### src/rtl/pc_adder_if.sv
// Fetch-to-decode PC bus: fetch-side inputs plus the combinational and
// registered results produced by pc_adder.
interface pc_adder_if #(
   parameter int unsigned WIDTH = 32
);
   logic [WIDTH-1:0] PC_Cur;
   logic             valid_in;
   logic             stall;
   logic [WIDTH-1:0] PC_Next;
   logic             wrap;
   logic             misaligned;
   logic [WIDTH-1:0] PC_Cur_q;
   logic [WIDTH-1:0] PC_Next_q;
   logic             valid_q;

   modport master (
      output PC_Cur, valid_in, stall,
      input  PC_Next, wrap, misaligned, PC_Cur_q, PC_Next_q, valid_q
   );

   modport slave (
      input  PC_Cur, valid_in, stall,
      output PC_Next, wrap, misaligned, PC_Cur_q, PC_Next_q, valid_q
   );
endinterface

### src/rtl/pc_adder.sv
// Fetch-stage PC incrementer with a one-stage (PC, PC+INC) pipeline register
// for decode, plus carry-out and misalignment flags for trap logic.
module pc_adder #(
   parameter int unsigned      WIDTH        = 32,
   parameter int unsigned      INC          = 4,
   parameter logic [WIDTH-1:0] RESET_VECTOR = '0
) (
   input logic        clk,
   input logic        rst,
   pc_adder_if.slave  bus
);

   logic [WIDTH:0] sum;

   // Extra top bit of the sum is the carry out.
   always_comb begin
      sum            = {1'b0, bus.PC_Cur} + (WIDTH+1)'(INC);
      bus.PC_Next    = sum[WIDTH-1:0];
      bus.wrap       = sum[WIDTH];
      bus.misaligned = |bus.PC_Cur[1:0];
   end

   always_ff @(posedge clk) begin
      if (rst) begin
         bus.PC_Cur_q  <= RESET_VECTOR;
         bus.PC_Next_q <= RESET_VECTOR + WIDTH'(INC);
         bus.valid_q   <= 1'b0;
      end else if (!bus.stall) begin
         bus.PC_Cur_q  <= bus.PC_Cur;
         bus.PC_Next_q <= bus.PC_Next;
         bus.valid_q   <= bus.valid_in;
      end
   end

endmodule

### src/flat_wrapper.sv
// flat-port wrapper written by rule: the top's interface ports become plain ports
module pc_adder_flat 
#(
   parameter int unsigned      WIDTH        = 32,
   parameter int unsigned      INC          = 4,
   parameter logic [WIDTH-1:0] RESET_VECTOR = '0
)
  (clk, rst, bus_PC_Cur, bus_valid_in, bus_stall, bus_PC_Next, bus_wrap, bus_misaligned, bus_PC_Cur_q, bus_PC_Next_q, bus_valid_q);
  pc_adder_if #(.WIDTH(WIDTH)) bus_i ();
  input logic clk;
  input logic rst;
  input wire logic [$bits(bus_i.PC_Cur)-1:0] bus_PC_Cur;
  input wire logic [$bits(bus_i.valid_in)-1:0] bus_valid_in;
  input wire logic [$bits(bus_i.stall)-1:0] bus_stall;
  output wire logic [$bits(bus_i.PC_Next)-1:0] bus_PC_Next;
  output wire logic [$bits(bus_i.wrap)-1:0] bus_wrap;
  output wire logic [$bits(bus_i.misaligned)-1:0] bus_misaligned;
  output wire logic [$bits(bus_i.PC_Cur_q)-1:0] bus_PC_Cur_q;
  output wire logic [$bits(bus_i.PC_Next_q)-1:0] bus_PC_Next_q;
  output wire logic [$bits(bus_i.valid_q)-1:0] bus_valid_q;
  assign bus_i.PC_Cur = bus_PC_Cur;
  assign bus_i.valid_in = bus_valid_in;
  assign bus_i.stall = bus_stall;
  assign bus_PC_Next = bus_i.PC_Next;
  assign bus_wrap = bus_i.wrap;
  assign bus_misaligned = bus_i.misaligned;
  assign bus_PC_Cur_q = bus_i.PC_Cur_q;
  assign bus_PC_Next_q = bus_i.PC_Next_q;
  assign bus_valid_q = bus_i.valid_q;
  pc_adder #(.WIDTH(WIDTH), .INC(INC), .RESET_VECTOR(RESET_VECTOR)) u_core (.clk(clk), .rst(rst), .bus(bus_i));
endmodule
### config.mk
export PLATFORM = sky130hd
export DESIGN_NAME = pc_adder_flat
export DESIGN_NICKNAME = d
export VERILOG_FILES = /design/src/rtl/pc_adder_if.sv /design/src/rtl/pc_adder.sv /design/src/flat_wrapper.sv
export SDC_FILE = /design/constraint.sdc
export NUM_CORES = 1
export LEC_CHECK = 0
export ABC_AREA = 1
export CAP_MARGIN = 20
export CORE_ASPECT_RATIO = 0.5
export CORE_MARGIN = 2
export CORE_UTILIZATION = 31
export CTS_CLUSTER_DIAMETER = 40
export DETAILED_ROUTE_END_ITERATION = 8
export PLACE_DENSITY_LB_ADDON = 0.25
export SETUP_SLACK_MARGIN = 0.15
export SLEW_MARGIN = 15
export SYNTH_ARGS = -nofsm -noshare
export SYNTH_HDL_FRONTEND = slang
export SYNTH_SLANG_ARGS = --single-unit
### constraint.sdc
create_clock -name clk -period 1.3 [get_ports clk]
set_input_delay 0.26 -clock clk [delete_from_list [all_inputs] [get_ports clk]]
set_output_delay 0.26 -clock clk [all_outputs]
set_load 0.005 [all_outputs]
==> flow_summary.toml <==
[timing]
skew_ps = 0
finalCriticalPeriod_ps = 1864
slew_viol_final = 0
setup_slack_ps = -563.9
final_hold_viol_count = 0
hold_ws_ps = 184.6
rsz0062_at_grt = "true"
relSlewSlack_pct = 79.23
fin_crit_sh_pct = 143.4
worst_pin_slew_ps = 308.3
fmaxAchievable_ghz = 0.5365
setup_viol = 41

[run_status]
violations = "negative setup slack"
status = "finished with violations"

[global_routing]
grt_max_degree = 56
grt_pass1_vias = 4310
grt_use_total_pct = 25.64
grt_overflow = 0
antenna_found_initial = 0
grt_pass1_wl_um = 21710

[clocking]
clkTransAtPathRegs_ps = 50
numCtsBuffers = 9
cts_htree_levels = 3
worstSkewPairLatency_ps = 330
cts_tree = "yes"
cts_buffer_depth = 2
cts-root-buf = "clkbuf_16"
cts.sinks = 63

[setup_path]
crit_required_ps = 1580
path_common_cell = "buf_6"
cp-start-kind = "input port"
crit_type = "in2reg"
crit_chain = "dlygate4sd2_1 -> nand2_1 -> nor2_2 -> nand2_2 -> nor2_4 -> nand3_2 -> buf_6 -> buf_6 -> buf_6 -> buf_6 -> buf_6 -> buf_6 -> buf_6 -> buf_6 -> nand3_2 -> nand2_1 -> inv_1"
crit_slowest_cell = "dlygate4sd2_1"
slowest_delay_ps = 250
end_kind = "flip-flop"
critPathMaxFanout = 3
worstPathArrival_ps = 2150

[route]
drc = 0
drt_wl_total_um = 17110
ant_nets = 0
viasPerCell = 4.931
wl_per_cell_um = 18.11
via_count = 4660
first_iter_violations = 276
drt_pre_antenna_iters = 5

[logic_synthesis]
syn_avg_cell_area_sq_um = 6.377
netlist_top_cells_area = "dfxtp_1, nor2_1, nand2_1"
async_reset_ff_share_pct = 0
synth.top_cell.area_share_pct = 39.87
synth_ff_type = "dfxtp_1"
seq_area_frac_synth_pct = 39.87
syn_nets = 533
ys_warn_count = 0
netlist_instances = 496
yosys.cell_types.count = 23
synth_top_area_cell = "dfxtp_1"
netlist_area_sq_mm = 0.003163
synth-seq-cells = 63
synth_edf_count = 0

[pwr]
leakage_nw = 3.664
p_per_area_mw_per_mm2 = 860.4
vdd.ir_drop.worst_uv = 655.4

[floorplan]
core_sq_mm = 0.009666
die_area_sq_mm = 0.01108
start_util_pct = 32.72
die_h_um = 75.43
rows = 25
die_w_um = 146.9
ios = 135

[cells_and_area]
post-route-util_pct = 75.55
drive_gt1_share_pct = 58.89
final_cells = 945
syn2layout_area_growth_pct = 130.9
antenna_cells = 0
fin_area_sq_mm = 0.007302
layout.nets = 843

[flow_run]
maxCapViolations = 0

[place]
io_buffers = 134
globalplace.congestion = 0.8662
post_dp_cell_area_sq_mm = 0.005275
hpwl_um = 8451
dp.cells = 825

[min_path]
min_path_type = "in2reg"
==> what timing repair did <==
item / CTS / global route
buffers inserted: 78 / 26
setup endpoints to repair: 127 / 109
gates cloned: 0 / 1
gates resized for setup: 566 / 181
hold buffers: 0 / 0
pin swaps: 79 / 57
==> cells in the mapped netlist (all sizes together), types with 2 or more instances <==
library cell and n:
o21ai 57, a21oi 21, xor2 3, nand2 110, dfxtp 63, clkbuf 11, buf 12, xnor2 6
and2 2, inv 58, nor2 122, nand3 27
==> cell families after synthesis <==
logic type	share of synthesized area, %
AO/OA/AOI/OAI	12.34
XOR/XNOR	2.492
adder cells (fa/ha/maj)	0.3955
buffers and inverters	10.32
flip-flops	39.87
AND/OR/NAND/NOR	34.57
==> power breakdown <==
part	internal (W)	leakage (nW)	switching, W	total, W
clock network	0.00171	0.155	0.000877	0.00259
registers	0.00208	0.533	0.0000748	0.00216
logic	0.000783	2.98	0.000751	0.00153
==> final timing paths <==
kind	cells past startpoint	start	slack (ps)	to
worst min-delay path	3	bus_PC_Cur[3]	180	u_core.bus.PC_Cur_q[3]
worst max-delay path	17	bus_PC_Cur[28]	-560	u_core.bus.PC_Next_q[30]
worst max register to register	2	u_core.bus.PC_Cur_q[17]	470	u_core.bus.PC_Cur_q[17]
worst min register to register	2	u_core.bus.PC_Cur_q[10]	480	u_core.bus.PC_Cur_q[10]
==> area by class of cell <==
class	instances	area (sq um)
Clock buffer	11	242.7
Inverter	59	226.5
Tap cell	135	168.9
Sequential cell	63	1301
Clock inverter	4	70.07
Multi-Input combinational cell	351	2459
Fill cell	582	2364
Timing Repair Buffer	322	2834
==> sequential cells by signal, summed over array words and instances, names as in the netlist <==
name / cells
u_core.bus.PC_Next_q: 32
u_core.bus.PC_Cur_q: 30
u_core.bus.valid_q: 1
==> placed cells by master (no fill, tap or decap), types with 8 or more instances in the layout <==
master / n
clkdlybuf4s15_1: 37
nand3_2: 14
clkbuf_2: 25
dfxtp_2: 32
inv_1: 55
o21ai_0: 36
nand2_4: 25
buf_6: 89
nor2_1: 87
a21oi_1: 21
buf_4: 109
buf_2: 36
nand3_1: 8
nand2_2: 39
nor2_2: 10
o21ai_2: 13
clkbuf_16: 10
nor2_4: 25
dfxtp_1: 31
nand2_1: 42
==> critical path, delay by kind of cell <==
kind | cells | cell delay [ps]
buf+inv | 10 | 1150
simple gates | 7 | 710
==> per-layer routing <==
layer	up-vias	wire, um	GRT usage (%)	share of wire [%]
li1	2152	-	-	-
met1	2210	6617	30.45	39
met4	0	950	11.97	5.6
met5	-	0	0	0
met3	81	1147	6.886	6.7
met2	217	8395	44.91	49
==> stage by stage <==
stage | setup TNS (ps) | worst slack (ps) | power, W
6_report | -14670 | -563.9 | 0.006283
5_1_grt | -16870 | -661.3 | 0.006501
4_1_cts | -10190 | -435.2 | 0.006057
3_5_place_dp | -55060 | -1254 | 0.003365
3_3_place_gp | -53000 | -1282 | 0.003351
2_1_floorplan | -69.33 | -69.33 | 0.002572
Power figures use the tool's default switching activity.
